[src/rtl/riscv_pkg.sv]
`default_nettype none
// ============================================================================
// Module      : riscv_pkg
// Description : Shared types and constants for the RV32I front end.
// Revision    : 1.0 - initial release
// ============================================================================
package riscv_pkg;

    typedef enum logic [1:0] {
        BOOT  = 2'd0,
        RUN   = 2'd1,
        FAULT = 2'd2
    } fetch_state_t;

    localparam logic [31:0] RESET_VECTOR = 32'hBFC0_0000;
    localparam logic [31:0] NOP_INSTR    = 32'h0000_0013;
    localparam int          ROM_BYTES    = 4096;

endpackage
`default_nettype wire

[src/rtl/fetch_pc_gen.sv]
`default_nettype none
// ============================================================================
// Module      : fetch_pc_gen
// Description : Next-PC mux (sequential / redirect) with ROM-window legality.
// Revision    : 1.0 - initial release
// ============================================================================
module fetch_pc_gen #(
    parameter int                    DATA_WIDTH   = 32,
    parameter logic [DATA_WIDTH-1:0] RESET_VECTOR = 32'hBFC0_0000,
    parameter int                    ROM_BYTES    = 4096
) (
    input  logic [DATA_WIDTH-1:0] pc,
    input  logic                  redirect,
    input  logic [DATA_WIDTH-1:0] redirect_target,
    output logic [DATA_WIDTH-1:0] next_pc,
    output logic                  next_illegal
);
    import riscv_pkg::*;

    localparam logic [DATA_WIDTH-1:0] c_last_addr =
        RESET_VECTOR + DATA_WIDTH'(ROM_BYTES) - DATA_WIDTH'(4);

    // PC+4 wraps modulo 2^W; a wrapped address falls below the window and is illegal.
    assign next_pc      = redirect ? redirect_target : pc + DATA_WIDTH'(4);
    assign next_illegal = (next_pc[1:0] != 2'b00) ||
                          (next_pc < RESET_VECTOR)  ||
                          (next_pc > c_last_addr);

endmodule
`default_nettype wire

[src/rtl/fetch_stage.sv]
`default_nettype none
// ============================================================================
// Module      : fetch_stage
// Description : RV32I instruction fetch: PC register, IF/ID register, fault FSM.
// Revision    : 1.0 - initial release
// ============================================================================
module fetch_stage #(
    parameter int                    DATA_WIDTH   = 32,
    parameter logic [DATA_WIDTH-1:0] RESET_VECTOR = riscv_pkg::RESET_VECTOR,
    parameter int                    ROM_BYTES    = riscv_pkg::ROM_BYTES,
    parameter logic [DATA_WIDTH-1:0] NOP_INSTR    = riscv_pkg::NOP_INSTR
) (
    input  logic                  clk,
    input  logic                  rst_n,
    input  logic                  stall,
    input  logic                  redirect,
    input  logic [DATA_WIDTH-1:0] redirect_target,
    input  logic [DATA_WIDTH-1:0] instr,
    output logic [DATA_WIDTH-1:0] PC,
    output logic [DATA_WIDTH-1:0] id_instr,
    output logic [DATA_WIDTH-1:0] id_pc,
    output logic [DATA_WIDTH-1:0] id_pc_plus4,
    output logic                  id_valid,
    output logic                  fetch_fault
);
    import riscv_pkg::*;

    fetch_state_t          r_state;
    fetch_state_t          w_state_next;
    logic [DATA_WIDTH-1:0] r_pc;
    logic [DATA_WIDTH-1:0] r_id_instr;
    logic [DATA_WIDTH-1:0] r_id_pc;
    logic                  r_id_valid;
    logic [DATA_WIDTH-1:0] w_next_pc;
    logic                  w_next_illegal;
    logic                  w_capture;
    logic                  w_flush;
    logic                  w_pc_load;

    fetch_pc_gen #(
        .DATA_WIDTH   (DATA_WIDTH),
        .RESET_VECTOR (RESET_VECTOR),
        .ROM_BYTES    (ROM_BYTES)
    ) u_pc_gen (
        .pc              (r_pc),
        .redirect        (redirect),
        .redirect_target (redirect_target),
        .next_pc         (w_next_pc),
        .next_illegal    (w_next_illegal)
    );

    always_ff @(posedge clk or negedge rst_n) begin
        if (!rst_n) begin
            r_state <= BOOT;
        end else begin
            r_state <= w_state_next;
        end
    end

    // Redirect wins over stall; an illegal next address parks the stage in FAULT
    // while a sequential fetch still captures the last in-window word.
    always_comb begin
        w_state_next = r_state;
        w_capture    = 1'b0;
        w_flush      = 1'b0;
        w_pc_load    = 1'b0;
        case (r_state)
            BOOT: begin
                w_state_next = RUN;
            end
            RUN: begin
                if (redirect || !stall) begin
                    if (w_next_illegal) begin
                        w_state_next = FAULT;
                    end else begin
                        w_pc_load = 1'b1;
                    end
                end
                if (redirect) begin
                    w_flush = 1'b1;
                end else if (!stall) begin
                    w_capture = 1'b1;
                end
            end
            FAULT: begin
                w_flush = 1'b1;
            end
            default: begin
                w_state_next = BOOT;
            end
        endcase
    end

    always_ff @(posedge clk or negedge rst_n) begin
        if (!rst_n) begin
            r_pc       <= RESET_VECTOR;
            r_id_instr <= NOP_INSTR;
            r_id_pc    <= RESET_VECTOR;
            r_id_valid <= 1'b0;
        end else begin
            if (w_pc_load) begin
                r_pc <= w_next_pc;
            end
            if (w_capture) begin
                r_id_instr <= instr;
                r_id_pc    <= r_pc;
                r_id_valid <= 1'b1;
            end else if (w_flush) begin
                r_id_instr <= NOP_INSTR;
                r_id_valid <= 1'b0;
            end
        end
    end

    assign PC          = r_pc;
    assign id_instr    = r_id_instr;
    assign id_pc       = r_id_pc;
    assign id_pc_plus4 = r_id_pc + DATA_WIDTH'(4);
    assign id_valid    = r_id_valid;
    assign fetch_fault = (r_state == FAULT);

endmodule
`default_nettype wire

[config.mk]
export PLATFORM = sky130hd
export DESIGN_NAME = fetch_stage
export DESIGN_NICKNAME = d
export VERILOG_FILES = /design/src/rtl/riscv_pkg.sv /design/src/rtl/fetch_pc_gen.sv /design/src/rtl/fetch_stage.sv
export SDC_FILE = /design/constraint.sdc
export NUM_CORES = 1
export LEC_CHECK = 0
export BUFFER_PORTS_ARGS = -buffer_cell sky130_fd_sc_hd__buf_4
export CORE_AREA = 8 8 85 144
export CTS_CLUSTER_DIAMETER = 60
export DETAILED_ROUTE_END_ITERATION = 16
export DIE_AREA = 0 0 93 152
export PLACE_DENSITY = 0.82
export SETUP_SLACK_MARGIN = 0.15
export SYNTH_ARGS = -nofsm -noshare
export SYNTH_HDL_FRONTEND = slang
export SYNTH_SLANG_ARGS = --single-unit
[constraint.sdc]
create_clock -name clk -period 2.86 [get_ports clk]
set_input_delay 0.572 -clock clk [delete_from_list [all_inputs] [get_ports clk]]
set_output_delay 0.572 -clock clk [all_outputs]
set_load 0.05 [all_outputs]
==> impl_metrics.toml <==
[worst_setup_path]
cp.arrival_ns = 2.22
crit_path_start_kind = "register"
worstReg2RegEnd = "PC[3]$_DFFE_PN0P_"
worstReg2RegStart = "PC[2]$_DFFE_PN0P_"
register_to_register_path_setup_slack_ns = 0.14
worst-setup-path-type = "reg -> out"
r2r_cells = 7
timing.critical_path.to_type = "primary output"
cp_max_fo = 7
cp.required_ns = 2.29

[power_and_ir_drop]
p_leak_nw = 3.88
combinational_share_of_power = 0.398
finalPower_mw = 5.19
power.density_nw_per_um2 = 673
vdd.ir_drop.worst_v = 0.000687
power.net_switching_mw = 2.08
power.share.switching = 0.401
share_seq_of_total_power = 0.353
power_report.internal_total_mw = 3.11
power_share_of_the_clock_group = 0.248

[cts]
clk_latency_ns = 0.35
cts.clk_slew.worst_paths_ns = 0.07
clockBufferDepth = 2
cts_tree = "done"
ctsRootBufferMaster = "sky130_fd_sc_hd__clkbuf_16"
cts_num_sinks = 99
cts_made_buffers = 9
h-tree-depth = 3

[sta]
max_clock_freq_mhz = 358
final.min_clock_period_ns = 2.79
setup_tns_final_ns = 0
timing.final.max_slew_violations = 0
final_min_period_over_clock_period = 0.976
hold_viol_final = 0
grt_setup_unrepaired = "true"
worst-slew-pin-transition_ns = 0.644
timing.max_slew.rel_slack = 0.571
final-setup-viol-count = 0
skew_final_ns = 0.00788
setup_ws_final_ns = 0.0674

[die]
fp-row-count = 49
fp.coreArea_sq_um = 10200
top_level_ports = 198
floorplan.die_area_sq_um = 14100
chipHeight_um = 152
starting_utilization_of_the_core_area = 0.486
die_width_um = 93

[layout]
seq_area_sq_um = 2530
layout.cells.non_filler = 879
layout.core_utilization = 0.759
multiInputGateArea_sq_um = 2730
layout.filler_cells = 677
area_delta_synth_final_pct = 56.1
antenna_diode_count = 0
num-nets-final = 820
final_layout_size_suffix_gt1_frac = 0.505

[grt]
globalRouteTotalUtil = 0.225
global_route.overflow_total = 0
grt_start_max_net_pins = 51
wire_length_of_the_first_global_routing_pass_um = 25600
number_of_global_route_vias_before_repair = 5115
antenna_found_initial = 0

[hold_path]
hold_crit_class = "in -> async"

[drt]
drt_pre_antenna_iters = 5
route.final.wire_length_um = 16600
drc_marker_count_from_the_first_detailed_route_iteration = 313
routed_wire_length_per_instance_um = 18.9
num_vias = 4902
drtAntennaViolNets = 0
post_drt_via_cell_ratio = 5.58
post-route-drc-count = 0

[yosys]
postSynth.topFlopCell = "sky130_fd_sc_hd__dfrtp_1"
netlist_area_sq_um = 4940
synth_enable_flop_cells = 0
async_flop_share = 1.00
synth.distinct_cells = 52
syn-num-nets = 593
synthesis.instances = 520
synth_register_bits = 99
post_synth_most_frequent_cells = "117 x sky130_fd_sc_hd__nand2_1, 78 x sky130_fd_sc_hd__dfrtp_1, 33 x sky130_fd_sc_hd__nor2_1"
syn_avg_cell_area_sq_um = 9.51
synth_top_cells_by_area = "sky130_fd_sc_hd__dfrtp_1 39%, sky130_fd_sc_hd__dfstp_2 11%, sky130_fd_sc_hd__nand2_1 8.9%"
synthDominantCellAreaShare = 0.395
yosysMostFrequentCell = "sky130_fd_sc_hd__nand2_1"
yosysWarningCount = 0
yosys.area.top_type = "sky130_fd_sc_hd__dfrtp_1"
synth-seq-area-share = 0.506

[placement]
io_buffers = 197
place.detailed.instances = 845
gp_routability_congestion = 0.940
detailedPlacementHpwl_um = 12200
pre_cts_ws_ns = 0.116

[flow_run]
max_cap_viol_count = 0

[status]
status = "completed"
==> routing by layer <==
metal | track usage | vias to the layer above | part of all wire
met3 | 0.0750 | 42 | 0.076
met2 | 0.392 | 233 | 0.54
li1 | - | 2263 | -
met5 | 0 | - | 0
met1 | 0.232 | 2364 | 0.35
met4 | 0.109 | 0 | 0.034
==> cells by family (layout without fill, tap and decap cells) <==
family                   after synthesis  count (layout)  synth area share
flip-flops                            99              99             0.506
XOR/XNOR                              32              32            0.0567
adder cells (fa/ha/maj)                5               5            0.0127
buffers and inverters                 39             271            0.0357
AO/OA/AOI/OAI                         90              90             0.137
AND/OR/NAND/NOR                      249             249             0.239
multiplexers                           6               6            0.0129
==> placed cells by master (no fill, tap or decap), drive strengths merged, types with 12 or more instances in the layout <==
master  instances
clkbuf         13
nor2b          13
nor2           33
nand2         117
buf           240
dfstp          21
o21ai          16
xnor2          20
a21oi          24
dfrtp          78
nand4          15
inv            13
a22o           29
nand3          28
xor2           12
==> through the flow <==
step	area, sq um	hold WS [ns]
global placement	6920	0.450
floorplan	5210	0.276
finish	7720	0.239
detailed placement	6920	0.457
CTS	7420	0.266
global route	7720	0.284
==> state kept, by name (all words and copies together) (netlist names) <==
| name | flops |
|---|---|
| PC | 32 |
| id_instr | 32 |
| id_pc | 32 |
| r_state | 2 |
| id_valid | 1 |
==> how the worst max path moves through the flow <==
stage,from,end,slack (ns),depth (start not counted)
after floorplan,id_pc[7]$_DFFE_PN0P_,id_pc_plus4[31],0.02,8
after global placement,id_pc[2]$_DFFE_PN0P_,id_pc_plus4[31],0.20,9
after detailed placement,id_pc[2]$_DFFE_PN0P_,id_pc_plus4[31],0.12,9
after CTS,id_pc[2]$_DFFE_PN0P_,id_pc_plus4[31],-0.04,9
after global routing,id_pc[3]$_DFFE_PN0P_,id_pc_plus4[25],-0.1,9
final,id_pc[9]$_DFFE_PN0P_,id_pc_plus4[25],0.07,8
==> worst max-delay path: stages (launching register included) <==
cell                      delay, ns
sky130_fd_sc_hd__dfrtp_2       0.42
sky130_fd_sc_hd__and4_1        0.29
sky130_fd_sc_hd__nand2_2       0.11
sky130_fd_sc_hd__nor3_4        0.15
sky130_fd_sc_hd__and2_4        0.18
sky130_fd_sc_hd__nor2b_4       0.25
sky130_fd_sc_hd__buf_4         0.16
sky130_fd_sc_hd__xor2_2        0.14
sky130_fd_sc_hd__buf_6         0.18
==> power by group through the flow <==
stage	clock network, mW	registers (mW)	logic [mW]
2_1_floorplan	0	2.56	0.650
3_3_place_gp	0	1.84	2.01
3_5_place_dp	0	1.84	2.06
4_1_cts	1.31	1.83	2.08
5_1_grt	1.38	1.86	2.18
6_report	1.29	1.84	2.07
==> final cells by class <==
| type | count | area share |
|---|---|---|
| clock buffer | 12 | 0.0319 |
| timing repair buffer | 241 | 0.249 |
| sequential | 99 | 0.328 |
| multi-input combinational | 382 | 0.354 |
| tap | 127 | 0.0206 |
| inverter | 14 | 0.00681 |
| clock inverter | 4 | 0.00972 |
==> timing repair <==
action,in CTS,in global routing
hold buffers,0,0
gates cloned,0,1
endpoints found under the hold margin,0,0
gates resized for setup,26,43
endpoints found under the setup margin,22,47
setup buffers,8,9
pin swaps,13,15
Power figures use the tool's default switching activity.
